<file path="src/rtl/complex_triple_loader.sv">
// Operand sequencer for the 3-input complex adder: packs three streamed samples into
// slots a/b/c, presents them, then captures the adder's sum and overflow flag.
module complex_triple_loader #(
    parameter int unsigned QI = 4,
    parameter int unsigned QF = 4,
    parameter int unsigned CW = 8
) (
    input  logic             clk,
    input  logic             rst,
    input  logic             flush,

    input  logic             in_valid,
    output logic             in_ready,
    input  logic [QI+QF-1:0] in_Re,
    input  logic [QI+QF-1:0] in_Im,

    output logic [QI+QF-1:0] a_Re,
    output logic [QI+QF-1:0] a_Im,
    output logic [QI+QF-1:0] b_Re,
    output logic [QI+QF-1:0] b_Im,
    output logic [QI+QF-1:0] c_Re,
    output logic [QI+QF-1:0] c_Im,
    output logic             out_valid,
    input  logic             out_ready,

    input  logic [QI+QF-1:0] res_Re,
    input  logic [QI+QF-1:0] res_Im,
    input  logic             res_overflow,

    output logic [QI+QF-1:0] sum_Re,
    output logic [QI+QF-1:0] sum_Im,
    output logic             sum_overflow,
    output logic             sum_valid,
    output logic [CW-1:0]    ovf_count
);

    localparam int unsigned W = QI + QF;

    typedef enum logic [0:0] {StFill, StPresent} state_e;

    state_e        state_q, state_d;
    logic [1:0]    idx_q, idx_d;

    logic [W-1:0]  a_re_q, a_im_q;
    logic [W-1:0]  b_re_q, b_im_q;
    logic [W-1:0]  c_re_q, c_im_q;

    logic [W-1:0]  sum_re_q, sum_im_q;
    logic          sum_ovf_q;
    logic          sum_valid_q, sum_valid_d;
    logic [CW-1:0] ovf_q, ovf_d;

    logic          wr_a, wr_b, wr_c;
    logic          capture;

    // Handshake outputs are pure functions of the state, so there is no bubble
    // between the third accept and out_valid.
    assign in_ready  = (state_q == StFill);
    assign out_valid = (state_q == StPresent);

    always_comb begin
        state_d = state_q;
        idx_d   = idx_q;
        wr_a    = 1'b0;
        wr_b    = 1'b0;
        wr_c    = 1'b0;
        capture = 1'b0;
        unique case (state_q)
            StFill: begin
                // flush wins over a same-cycle accept: the sample is dropped.
                if (flush) begin
                    idx_d = 2'd0;
                end else if (in_valid) begin
                    unique case (idx_q)
                        2'd0:    wr_a = 1'b1;
                        2'd1:    wr_b = 1'b1;
                        default: wr_c = 1'b1;
                    endcase
                    if (idx_q == 2'd2) begin
                        state_d = StPresent;
                        idx_d   = 2'd0;
                    end else begin
                        idx_d = idx_q + 2'd1;
                    end
                end
            end
            StPresent: begin
                if (out_ready) begin
                    capture = 1'b1;
                    state_d = StFill;
                    idx_d   = 2'd0;
                end
            end
            default: begin
                state_d = StFill;
                idx_d   = 2'd0;
            end
        endcase
    end

    always_comb begin
        sum_valid_d = capture;
        ovf_d       = ovf_q;
        if (capture && res_overflow && (ovf_q != {CW{1'b1}})) begin
            ovf_d = ovf_q + CW'(1);
        end
    end

    always_ff @(posedge clk or posedge rst) begin
        if (rst) begin
            state_q <= StFill;
            idx_q   <= 2'd0;
        end else begin
            state_q <= state_d;
            idx_q   <= idx_d;
        end
    end

    // Slots hold their values across triplets until overwritten.
    always_ff @(posedge clk or posedge rst) begin
        if (rst) begin
            a_re_q <= '0;
            a_im_q <= '0;
            b_re_q <= '0;
            b_im_q <= '0;
            c_re_q <= '0;
            c_im_q <= '0;
        end else begin
            if (wr_a) begin
                a_re_q <= in_Re;
                a_im_q <= in_Im;
            end
            if (wr_b) begin
                b_re_q <= in_Re;
                b_im_q <= in_Im;
            end
            if (wr_c) begin
                c_re_q <= in_Re;
                c_im_q <= in_Im;
            end
        end
    end

    always_ff @(posedge clk or posedge rst) begin
        if (rst) begin
            sum_re_q    <= '0;
            sum_im_q    <= '0;
            sum_ovf_q   <= 1'b0;
            sum_valid_q <= 1'b0;
            ovf_q       <= '0;
        end else begin
            sum_valid_q <= sum_valid_d;
            ovf_q       <= ovf_d;
            if (capture) begin
                sum_re_q  <= res_Re;
                sum_im_q  <= res_Im;
                sum_ovf_q <= res_overflow;
            end
        end
    end

    assign a_Re         = a_re_q;
    assign a_Im         = a_im_q;
    assign b_Re         = b_re_q;
    assign b_Im         = b_im_q;
    assign c_Re         = c_re_q;
    assign c_Im         = c_im_q;
    assign sum_Re       = sum_re_q;
    assign sum_Im       = sum_im_q;
    assign sum_overflow = sum_ovf_q;
    assign sum_valid    = sum_valid_q;
    assign ovf_count    = ovf_q;

endmodule

</file>
<file path="config.mk">
export PLATFORM = sky130hd
export DESIGN_NAME = complex_triple_loader
export DESIGN_NICKNAME = d
export VERILOG_FILES = /design/src/rtl/complex_triple_loader.sv
export SDC_FILE = /design/constraint.sdc
export NUM_CORES = 1
export LEC_CHECK = 0
export CORE_ASPECT_RATIO = 0.6
export CORE_MARGIN = 3
export CORE_UTILIZATION = 35
export DETAILED_ROUTE_END_ITERATION = 6
export GPL_ROUTABILITY_DRIVEN = 0
export PLACE_DENSITY_LB_ADDON = 0.12
export SYNTH_ARGS = -nofsm -noshare
export SYNTH_HDL_FRONTEND = slang
export SYNTH_SLANG_ARGS = --single-unit
</file>
<file path="constraint.sdc">
create_clock -name clk -period 6.1 [get_ports clk]
set_clock_uncertainty 0.2 [all_clocks]
set_input_delay 0.915 -clock clk [delete_from_list [all_inputs] [get_ports clk]]
set_output_delay 0.915 -clock clk [all_outputs]
set_load 0.02 [all_outputs]
</file>
# Yosys cells after proc, flatten, opt, wreduce, memory -nomap -nowiden
# Index checks and enable logic that the tools add are counted.
dict set report word_totals {
  regBits 77
  out_inout_bits 76
  word_cells 50
}
dict set report classes {
  addsub 2
  n_eq_ne 5
  muxes 24
  bitwise_logic 1
  n_reduce_logical 5
}
# operator n
set ops {}
lappend ops {{two-way mux 1 bit} 18}
lappend ops {{adder 8 x 1 -> 8 bit (second input constant)} 1}
lappend ops {{two-way mux 2 bit} 4}
lappend ops {{inequality test 8 bit (second input constant)} 1}
lappend ops {{case mux 2 bit (2 select lines)} 1}
lappend ops {{inequality test 3 bit (second input constant)} 1}
lappend ops {{adder 2 x 1 -> 2 bit (second input constant)} 1}
lappend ops {{== test 2 x 1 -> 1 bit (second input constant)} 1}
lappend ops {{== test 2 bit (second input constant)} 1}
lappend ops {{logical AND 1 bit} 2}
lappend ops {{zero test 2 bit} 1}
lappend ops {{inequality test 2 bit (second input constant)} 1}
lappend ops {{case mux 1 bit (2 select lines)} 1}
lappend ops {{AND reduction 2 bit} 1}
lappend ops {{OR reduction 2 bit} 1}
lappend ops {{inverter 1 bit} 1}

# Depth between registers and ports, before layout
# Gate-level depths: netlist of run 1.
dict set report depth {
  ltp_word 6
  ltp_mapped 5
  depth_no_buf 4
}

# Least setup slack after synthesis of run 1
# No wires, ideal clock.
dict set report synth_path {
  path_type {input to register}
  start {in flush}
  end {reg a_im_q[3], in the netlist a_Im[3]}
  setup_time_ps 125
  arrival_time_ps 1775
  path_slack_ps 3999
  stages 5
  path_buffers 2
  path_cell_list {nor2_4 and3_1 buf_6 buf_12 mux2_4}
}
dict set report synth_via {
  elab_chain_len 2
}
# element line_no
set synth_rtl {}
lappend synth_rtl {{from (decl)} 10} ;# input logic flush,
lappend synth_rtl {{two-way mux 1 bit} 71} ;# if (flush) begin
lappend synth_rtl {{two-way mux 1 bit} 68} ;# unique case (state_q)
lappend synth_rtl {{to (signal assigned)} 131} ;# a_im_q <= in_Im;
lappend synth_rtl {{to (decl)} 44} ;# logic [W-1:0] a_re_q, a_im_q;
# Every way passes these cells.
# A chain may end at the register's enable or synchronous reset.

# Worst setup path in the final report of run 1
dict set report layout_path {
  start {in flush}
  end {reg a_im_q[1], in the netlist a_Im[1]}
}
# The elaborated chain is that of the path after synthesis.

==> results of run 1 <==
how the worst min path moves through the flow:
stage	end	cells after the start
after detailed placement	sum_overflow	2
after CTS	sum_overflow	2
after global placement	sum_overflow	2
after global routing	c_Re[4]	1
after floorplan	idx_q[1]	1
final	sum_overflow	2
critical path, delay by kind of cell:
| kind | cells | cell delay (ns) |
|---|---|---|
| multiplexers | 1 | 0.42 |
| buffers and inverters | 1 | 0.46 |
| AND/OR/NAND/NOR | 2 | 1.02 |
state kept, by name, summed over array words and instances (netlist names):
name,flops
out_valid,1
ovf_count,8
b_Im,8
sum_Re,8
c_Re,8
sum_Im,8
a_Re,8
sum_valid,1
a_Im,8
sum_overflow,1
c_Im,8
b_Re,8
idx_q,2
routing by layer:
metal	share of wire	wire [um]	up-vias	track usage
met5	0	0	-	0
met4	0.010	72	0	0.0578
met3	0.078	560	7	0.0598
met2	0.45	3230	58	0.226
met1	0.46	3280	1007	0.209
li1	-	-	947	-
placed cells by master (no fill, tap or decap):
cell,n
sky130_fd_sc_hd__a211oi_1,2
sky130_fd_sc_hd__a21bo_2,1
sky130_fd_sc_hd__a21o_2,1
sky130_fd_sc_hd__a21oi_1,1
sky130_fd_sc_hd__and3_1,1
sky130_fd_sc_hd__and3_2,2
sky130_fd_sc_hd__and4_1,2
sky130_fd_sc_hd__buf_4,1
sky130_fd_sc_hd__bufinv_16,2
sky130_fd_sc_hd__clkbuf_1,1
sky130_fd_sc_hd__clkbuf_16,9
sky130_fd_sc_hd__clkbuf_8,2
sky130_fd_sc_hd__clkdlybuf4s50_1,113
sky130_fd_sc_hd__clkinv_2,2
sky130_fd_sc_hd__dfrtp_1,77
sky130_fd_sc_hd__ha_1,1
sky130_fd_sc_hd__inv_1,2
sky130_fd_sc_hd__inv_2,2
sky130_fd_sc_hd__mux2_2,58
sky130_fd_sc_hd__mux2_4,9
sky130_fd_sc_hd__mux2i_1,1
sky130_fd_sc_hd__nand2_1,6
sky130_fd_sc_hd__nand3_1,5
sky130_fd_sc_hd__nand4_1,2
sky130_fd_sc_hd__nand4b_4,1
sky130_fd_sc_hd__nor2_1,4
sky130_fd_sc_hd__nor2_4,1
sky130_fd_sc_hd__nor3_1,3
sky130_fd_sc_hd__o2111ai_1,1
sky130_fd_sc_hd__o21a_1,1
sky130_fd_sc_hd__o21ai_0,3
sky130_fd_sc_hd__o31ai_1,1
sky130_fd_sc_hd__or2b_1,1
sky130_fd_sc_hd__xnor2_1,1
sky130_fd_sc_hd__xor2_1,1
logic make-up after synthesis:
group	Yosys count	synth area share
adders and majority gates	1	0.00407
AOI/OAI and AO/OA	11	0.0252
xor gates and xnor gates	2	0.00570
and+or+nand+nor	28	0.0558
buffers and inverters	9	0.0228
DFF	77	0.627
muxes	68	0.260
through the flow:
stage / total power, W / setup WS, ns / util
floorplan: 0.00105 / 3.02 / -
global placement: 0.00139 / 2.97 / 0.524
detailed placement: 0.00140 / 2.93 / 0.524
CTS: 0.00199 / 3.27 / 0.564
global route: 0.00205 / 3.17 / 0.564
finish: 0.00195 / 3.29 / 0.564
area by class of cell:
cell class,count,area [um2],area share
clock buffer,12,256,0.0555
clock inverter,4,70.1,0.0152
inverter,4,15.0,0.00325
multi-input combinational,110,1080,0.233
sequential,77,1930,0.417
tap,108,135,0.0293
timing repair buffer,114,1140,0.246
power by group:
| part | internal (W) | switching, W | leakage, nW |
|---|---|---|---|
| Clock | 0.000379 | 0.000191 | 0.163 |
| Combinational | 0.000360 | 0.000298 | 0.892 |
| Sequential | 0.000649 | 0.0000761 | 0.967 |
==> out/qor.txt, run 1 <==
OUTCOME
------------------------------------------------------------------------------------------
Status ......................................................................    completed

CRITICAL PATH
------------------------------------------------------------------------------------------
Setup slack of the worst register-to-register path ..........................      3.86 ns
Slowest-stage cell, CP ...................................................... sky130_fd_sc_hd__and3_1
Crit Path Max Fanout ........................................................           17
Origin of the critical flop-to-flop path ....................................    out_valid
Arrival time reported for the critical path endpoint ........................      2.82 ns
Crit Path Class ............................................................. primary input to register
Sequence of cells on the critical path ...................................... clkdlybuf4s50_1 -> nor2_4 -> and3_1 -> mux2_2
Number of cells traversed by the worst register-to-register path ............            3
Setup crit end kind .........................................................     register
Required time at the worst-slack endpoint ...................................      6.11 ns
Launch point of the critical path ...........................................        flush
Setup crit start kind ....................................................... primary input
Longest individual stage delay on the worst path ............................      0.84 ns
Worst flop-to-flop path endpoint ............................................      a_Im[1]
Setup crit end ..............................................................      a_Im[1]

CTS
------------------------------------------------------------------------------------------
Clock edge transition at the registers on the reported setup and hold paths .      0.06 ns
Clock latency on the worst-skew pair ........................................      0.32 ns
PostCTS Resize Cnt ..........................................................            0
Number of buffers created by CTS ............................................            9
Number of post-CTS setup repair buffers .....................................            0
Max Root-Sink Buffers .......................................................            2
Cell at the root of the clock tree .......................................... sky130_fd_sc_hd__clkbuf_16
Number of clock sinks seen by CTS ...........................................           77
TritonCTS clock tree ........................................................          yes
H-tree level count ..........................................................            3
Number of hold buffers added after CTS ......................................            0

YOSYS
------------------------------------------------------------------------------------------
Cell count after synthesis ..................................................          196
Mapped Nets .................................................................          235
Post-synth EDFFs ............................................................            0
Mean Syn Cell Area ..........................................................     15.7 um2
Warnings from Yosys .........................................................            0
Most common cell in the synthesized netlist ................................. sky130_fd_sc_hd__dfrtp_1
Area contributors post-synth ................................................ sky130_fd_sc_hd__dfrtp_1, sky130_fd_sc_hd__mux2_2, sky130_fd_sc_hd__mux2_4
Syn Std Cell Area ...........................................................  0.00307 mm2
Dominant cell type by area after synthesis .................................. sky130_fd_sc_hd__dfrtp_1
Most instantiated cells after synthesis ..................................... sky130_fd_sc_hd__dfrtp_1, sky130_fd_sc_hd__mux2_2, sky130_fd_sc_hd__mux2_4
Flip-flop cell with the highest count after synthesis ....................... sky130_fd_sc_hd__dfrtp_1
Total of flip-flops plus latches after synthesis ............................           77
Number of distinct library cells after synthesis ............................           32
Post-synthesis sequential area ratio ........................................        0.627
Share of flip-flops with an asynchronous set or reset after synthesis .......         1.00
Area fraction of the dominant cell type after synthesis .....................        0.627

DRT
------------------------------------------------------------------------------------------
Starting DRC count in detailed routing ......................................          164
Number of iterations in the first detailed-routing pass .....................            4
# DRC .......................................................................            0
Routed Antenna Nets .........................................................            0
Via count normalized by instance count ......................................         4.71
Via count ...................................................................        2,019
Mean routed wirelength per cell .............................................      16.7 um
Total Routed Length .........................................................      7.15 mm

HOLD PATH
------------------------------------------------------------------------------------------
Launch point of the worst hold path ......................................... sum_overflow
Class of the worst hold path ................................................ register to register

LAYOUT
------------------------------------------------------------------------------------------
Fin cells ...................................................................          429
Number of nets in the layout ................................................          355
Layout cell share with drive strength beyond 1 ..............................        0.283
Post-synthesis to final-layout area growth ..................................        50.3%
Fillcell total ..............................................................          710
Number of antenna diodes ....................................................            0
Final Instance Area .........................................................  0.00462 mm2

TIMING
------------------------------------------------------------------------------------------
Share of the clock period used by the worst path after layout ...............        0.460
RSZ-0062 raised after global routing ........................................        false
Final hold violations .......................................................            0
Number of max-slew violations in the final report ...........................            0
Max transition margin .......................................................        0.334
Highest achievable clock rate ...............................................    0.356 GHz
Worst-margin pin slew .......................................................      1.00 ns
Post-route minimum period ...................................................      2.81 ns
Setup violations, final .....................................................            0
Accumulated negative setup slack ............................................         0 ns
Worst hold margin ...........................................................     0.276 ns

GRT
------------------------------------------------------------------------------------------
Remaining Overflow, GRT .....................................................            0
Initial antenna violation count .............................................            0
Pin count of the biggest net entering global routing ........................           78
First-pass GRT wire length ..................................................      11.9 mm
Global routing usage summed across all routing layers .......................        0.155
Via count of the first global-routing pass ..................................        2,172

FLOW RUN
------------------------------------------------------------------------------------------
Number of max-cap violations ................................................            0

FLOORPLAN
------------------------------------------------------------------------------------------
Horizontal die dimension ....................................................       127 um
Floorplan die height ........................................................      78.6 um
Effective utilization at floorplan ..........................................        0.375
CORE AREA ...................................................................  0.00820 mm2
Placement row count .........................................................           25
Total die area ..............................................................  0.00998 mm2
IO Pins .....................................................................          114

PLACEMENT
------------------------------------------------------------------------------------------
Number of input and output port buffers inserted ............................          113
# placed instances ..........................................................          413
Cell area reported after detailed placement .................................  0.00429 mm2
Detailed Place HPWL .........................................................      5.10 mm

POWER AND IR DROP
------------------------------------------------------------------------------------------
Total leakage power .........................................................      2.02 nW
Total power per unit cell area ..............................................   423 mW/mm2
Maximum vdd drop ............................................................   0.000198 V

Power figures use the tool's default switching activity.
==> run 2: changes to the inputs <==
Clock period 6.1 ns to 2.62 ns, I/O delays scaled along.
==> out/qor.txt, run 2 (synthesized netlist as in run 1, its figures left out) <==
CRITICAL PATH
------------------------------------------------------------------------------------------
Sequence of cells on the critical path ...................................... clkdlybuf4s50_1
Required time at the worst-slack endpoint ...................................      2.03 ns
Origin of the critical flop-to-flop path .................................... ovf_count[0]
CP bufs+invs ................................................................            1
Setup slack of the worst register-to-register path ..........................      0.71 ns
Arrival time reported for the critical path endpoint ........................      1.50 ns
Crit Path Class ............................................................. register to output port
Worst flop-to-flop path endpoint ............................................ ovf_count[1]
Number of cells traversed by the worst register-to-register path ............            4
Setup crit start kind .......................................................     register
Setup crit end kind .........................................................  output port
Longest individual stage delay on the worst path ............................      0.67 ns
Cell class contributing the biggest share of worst-path delay ............... buffers and inverters
Slowest-stage cell, CP ...................................................... sky130_fd_sc_hd__clkdlybuf4s50_1
Crit Path Max Fanout ........................................................            8

LAYOUT
------------------------------------------------------------------------------------------
Layout cell share with drive strength beyond 1 ..............................        0.292
Number of antenna diodes ....................................................            0
Top library cells by usage in the layout, fill and taps aside ............... sky130_fd_sc_hd__clkdlybuf4s50_1, sky130_fd_sc_hd__dfrtp_1, sky130_fd_sc_hd__mux2_2
Post-synthesis to final-layout area growth ..................................        52.5%
Commonest non-fill, non-tap cell in the layout .............................. sky130_fd_sc_hd__clkdlybuf4s50_1
Number of nets in the layout ................................................          359
Final core utilization ......................................................        0.572

GRT
------------------------------------------------------------------------------------------
Pin count of the biggest net entering global routing ........................           34
Initial antenna violation count .............................................            0
Remaining Overflow, GRT .....................................................            0
Global routing usage summed across all routing layers .......................        0.157
First-pass GRT wire length ..................................................      12.1 mm
Via count of the first global-routing pass ..................................        2,215

POWER AND IR DROP
------------------------------------------------------------------------------------------
Clk pwr share ...............................................................        0.292
Portion of total power attributed to sequential cells .......................        0.372
Maximum vdd drop ............................................................   0.000474 V
Final total power ...........................................................    0.00456 W
Comb power frac .............................................................        0.336
Total leakage power .........................................................      2.06 nW
Total power per unit cell area ..............................................   973 mW/mm2
P_sw ........................................................................    0.00132 W
Proportion of total power due to net switching ..............................        0.290
Internal power of the cells .................................................    0.00324 W

FLOORPLAN
------------------------------------------------------------------------------------------
Floorplan die height ........................................................      78.6 um
Total die area ..............................................................  0.00998 mm2
CORE AREA ...................................................................  0.00820 mm2
Effective utilization at floorplan ..........................................        0.375
Placement row count .........................................................           25
IO Pins .....................................................................          114
Horizontal die dimension ....................................................       127 um

DRT
------------------------------------------------------------------------------------------
Mean routed wirelength per cell .............................................      16.7 um
# DRC .......................................................................            0
Routed Antenna Nets .........................................................            0
Total Routed Length .........................................................      7.21 mm
Number of iterations in the first detailed-routing pass .....................            4
Via count normalized by instance count ......................................         4.80
Starting DRC count in detailed routing ......................................           53
Via count ...................................................................        2,080

TIMING
------------------------------------------------------------------------------------------
Post-route minimum period ...................................................      2.10 ns
RSZ-0062 raised after global routing ........................................        false
Accumulated negative setup slack ............................................         0 ns
Final hold violations .......................................................            0
Highest achievable clock rate ...............................................    0.477 GHz
Setup violations, final .....................................................            0
Max transition margin .......................................................        0.680
Worst-margin pin slew .......................................................     0.480 ns
Number of max-slew violations in the final report ...........................            0
Share of the clock period used by the worst path after layout ...............        0.801
PnR worst setup slack .......................................................     0.523 ns

OUTCOME
------------------------------------------------------------------------------------------
Status ......................................................................    completed

CTS
------------------------------------------------------------------------------------------
Number of buffers created by CTS ............................................            9
Clock edge transition at the registers on the reported setup and hold paths .      0.06 ns
H-tree level count ..........................................................            3
Number of hold buffers added after CTS ......................................            0
Number of clock sinks seen by CTS ...........................................           77
Clock latency on the worst-skew pair ........................................      0.33 ns
Cell at the root of the clock tree .......................................... sky130_fd_sc_hd__clkbuf_16
Max Root-Sink Buffers .......................................................            2
Number of post-CTS setup repair buffers .....................................            0
TritonCTS clock tree ........................................................          yes
PostCTS Resize Cnt ..........................................................            0

HOLD PATH
------------------------------------------------------------------------------------------
Class of the worst hold path ................................................ primary input to asynchronous set/reset pin

FLOW RUN
------------------------------------------------------------------------------------------
Number of max-cap violations ................................................            0

PLACEMENT
------------------------------------------------------------------------------------------
Detailed Place HPWL .........................................................      5.41 mm
Number of input and output port buffers inserted ............................          113
Post-place setup slack ......................................................     0.420 ns

[run 2: changes by cell type in the layout (fill, tap and decap cells not counted)]
cell / change
sky130_fd_sc_hd__buf_4: +1
sky130_fd_sc_hd__buf_12: +3
[run 2: power groups by stage]
stage | Sequential (W) | Combinational (W) | Clock, W
2_1_floorplan | 0.00209 | 0.000352 | 0
3_3_place_gp | 0.00171 | 0.00154 | 0
5_1_grt | 0.00174 | 0.00162 | 0.00143
4_1_cts | 0.00170 | 0.00156 | 0.00137
3_5_place_dp | 0.00172 | 0.00155 | 0
6_report | 0.00170 | 0.00153 | 0.00133
[run 2: layout make-up]
type,instances,area (um2)
tap,108,135
clock inverter,4,70.1
multi-input combinational,110,1080
timing repair buffer,118,1210
sequential,77,1930
clock buffer,12,256
fill,691,3510
inverter,4,15.0
[run 2: through the flow]
stage | instance area [um2] | hold WS [ns] | cells
final | 4690 | 0.226 | 433
after global routing | 4690 | 0.262 | 433
after CTS | 4690 | 0.239 | 433
after detailed placement | 4360 | 0.281 | 417
after global placement | 4360 | 0.266 | 417
after floorplan | 3070 | 0.322 | 196
[run 2: how the worst max path moves through the flow]
stage	startpoint	end	slack, ns	cells past startpoint
after floorplan	rst	a_Im[0]	0.06	1
after global placement	flush	a_Re[3]	0.46	5
after detailed placement	flush	a_Re[3]	0.42	5
after CTS	out_valid	out_valid	0.49	1
after global routing	out_valid	out_valid	0.44	1
final	out_valid	out_valid	0.52	1
[run 2: layer usage]
layer / share of wire / track usage / vias up
met5: 0 / 0 / -
met4: 0.0055 / 0.0418 / 0
met3: 0.067 / 0.0646 / 5
met2: 0.44 / 0.222 / 63
met1: 0.49 / 0.224 / 1065
li1: - / - / 947
==> run 3: changes to the inputs <==
Clock period 2.62 ns to 2.18 ns, I/O delays scaled along.
==> out/qor.txt, run 3 (synthesized netlist as in run 1, its figures left out) <==
OUTCOME
------------------------------------------------------------------------------------------
Status ......................................................................    completed

GRT
------------------------------------------------------------------------------------------
Global routing usage summed across all routing layers .......................        0.157
Pin count of the biggest net entering global routing ........................           78
Remaining Overflow, GRT .....................................................            0
First-pass GRT wire length ..................................................      12.1 mm
Via count of the first global-routing pass ..................................        2,172
Initial antenna violation count .............................................            0

CRITICAL PATH
------------------------------------------------------------------------------------------
Setup crit end kind .........................................................  output port
Setup crit start kind .......................................................     register
Cell class contributing the biggest share of worst-path delay ............... buffers and inverters
Crit Path Class ............................................................. register to output port
Slowest-stage cell, CP ...................................................... sky130_fd_sc_hd__clkdlybuf4s50_1
Longest individual stage delay on the worst path ............................      0.66 ns
Required time at the worst-slack endpoint ...................................      1.65 ns
Crit Path Max Fanout ........................................................            8
Sequence of cells on the critical path ...................................... clkdlybuf4s50_1
Arrival time reported for the critical path endpoint ........................      1.48 ns
CP bufs+invs ................................................................            1

LAYOUT
------------------------------------------------------------------------------------------
Commonest non-fill, non-tap cell in the layout .............................. sky130_fd_sc_hd__clkdlybuf4s50_1
Number of antenna diodes ....................................................            0
Final Instance Area .........................................................  0.00464 mm2
Final core utilization ......................................................        0.566
Post-synthesis to final-layout area growth ..................................        50.9%
Layout cell share with drive strength beyond 1 ..............................        0.287
Fillcell total ..............................................................          679
Top library cells by usage in the layout, fill and taps aside ............... sky130_fd_sc_hd__clkdlybuf4s50_1, sky130_fd_sc_hd__dfrtp_1, sky130_fd_sc_hd__mux2_2
Number of nets in the layout ................................................          361

CTS
------------------------------------------------------------------------------------------
Clock edge transition at the registers on the reported setup and hold paths .      0.05 ns
Number of post-CTS setup repair buffers .....................................            0
H-tree level count ..........................................................            3
Max Root-Sink Buffers .......................................................            2
TritonCTS clock tree ........................................................          yes
Number of buffers created by CTS ............................................            9
Cell at the root of the clock tree .......................................... sky130_fd_sc_hd__clkbuf_16
Number of hold buffers added after CTS ......................................            0
Clock latency on the worst-skew pair ........................................      0.33 ns
Number of clock sinks seen by CTS ...........................................           77
PostCTS Resize Cnt ..........................................................            0

FLOORPLAN
------------------------------------------------------------------------------------------
Floorplan die height ........................................................      78.6 um
Placement row count .........................................................           25
Total die area ..............................................................  0.00998 mm2
Horizontal die dimension ....................................................       127 um
IO Pins .....................................................................          114
Effective utilization at floorplan ..........................................        0.375
CORE AREA ...................................................................  0.00820 mm2

FLOW RUN
------------------------------------------------------------------------------------------
Number of max-cap violations ................................................            0

DRT
------------------------------------------------------------------------------------------
Total Routed Length .........................................................      7.35 mm
Via count ...................................................................        2,058
Mean routed wirelength per cell .............................................      16.9 um
Routed Antenna Nets .........................................................            0
Number of iterations in the first detailed-routing pass .....................            4
Via count normalized by instance count ......................................         4.73
# DRC .......................................................................            0
Starting DRC count in detailed routing ......................................           98

POWER AND IR DROP
------------------------------------------------------------------------------------------
Total leakage power .........................................................      2.03 nW
Proportion of total power due to net switching ..............................        0.303
P_sw ........................................................................    0.00159 W
Clk pwr share ...............................................................        0.261
Portion of total power attributed to sequential cells .......................        0.387
Comb power frac .............................................................        0.352
Maximum vdd drop ............................................................   0.000538 V
Total power per unit cell area ..............................................  1130 mW/mm2
Internal power of the cells .................................................    0.00367 W

TIMING
------------------------------------------------------------------------------------------
Number of max-slew violations in the final report ...........................            0
Post-route minimum period ...................................................      2.01 ns
Highest achievable clock rate ...............................................    0.497 GHz
Setup violations, final .....................................................            0
Max transition margin .......................................................        0.729
Final hold violations .......................................................            0
RSZ-0062 raised after global routing ........................................        false
Worst-margin pin slew .......................................................     0.403 ns
Share of the clock period used by the worst path after layout ...............        0.922
Accumulated negative setup slack ............................................         0 ns

PLACEMENT
------------------------------------------------------------------------------------------
Number of input and output port buffers inserted ............................          113
Detailed Place HPWL .........................................................      5.33 mm
Cell area reported after detailed placement .................................  0.00437 mm2

HOLD PATH
------------------------------------------------------------------------------------------
Class of the worst hold path ................................................ primary input to asynchronous set/reset pin

-- run 3: changes by cell type in the layout (fill, tap and decap cells not counted) --
cell,delta
sky130_fd_sc_hd__clkinvlp_4,+1
sky130_fd_sc_hd__bufinv_16,-2
sky130_fd_sc_hd__buf_12,-1
sky130_fd_sc_hd__buf_4,+3
sky130_fd_sc_hd__clkinv_2,-1
sky130_fd_sc_hd__inv_2,-1
sky130_fd_sc_hd__clkbuf_1,+3
-- run 3: worst paths after layout --
kind                                    from            to  slack, ns  cells past startpoint
worst max-delay path               out_valid     out_valid       0.17                      1
worst min-delay path                     rst     sum_Re[1]       0.26                      3
worst max register to register  ovf_count[0]  ovf_count[1]       0.29                      4
worst min register to register  sum_overflow  sum_overflow       0.27                      2
max in group asynchronous                rst  ovf_count[5]       1.19                      3
min in group clk                sum_overflow  sum_overflow       0.27                      2
-- run 3: per-stage QoR --
step	hold slack (ns)	power, W	worst slack (ns)	std cells
6_report	0.261	0.00526	0.169	435
5_1_grt	0.302	0.00553	0.102	435
4_1_cts	0.277	0.00533	0.135	435
3_5_place_dp	0.269	0.00393	0.126	419
3_3_place_gp	0.260	0.00390	0.162	419
2_1_floorplan	0.275	0.00293	0.385	196
-- run 3: per-layer routing --
metal | global-route usage | wire length [um] | up-vias
met1 | 0.219 | 3590 | 1037
met4 | 0.0418 | 55 | 0
met5 | 0 | 0 | -
met3 | 0.0741 | 558 | 6
met2 | 0.219 | 3140 | 63
li1 | - | - | 952
-- run 3: layout make-up --
cell class / instances / area [um2] / share of cell area
inverter: 4 / 18.8 / 0.00405
multi-input combinational: 110 / 1080 / 0.232
clock buffer: 15 / 268 / 0.0577
sequential: 77 / 1930 / 0.415
timing repair buffer: 120 / 1210 / 0.261
tap: 108 / 135 / 0.0291
clock inverter: 1 / 5.00 / 0.00108
-- run 3: power groups by stage --
stage          combinational (W)  sequential (W)  clock, W
2_1_floorplan           0.000424         0.00251         0
3_3_place_gp             0.00185         0.00205         0
4_1_cts                  0.00188         0.00204   0.00141
6_report                 0.00185         0.00204   0.00137
3_5_place_dp             0.00187         0.00206         0
5_1_grt                  0.00195         0.00210   0.00148
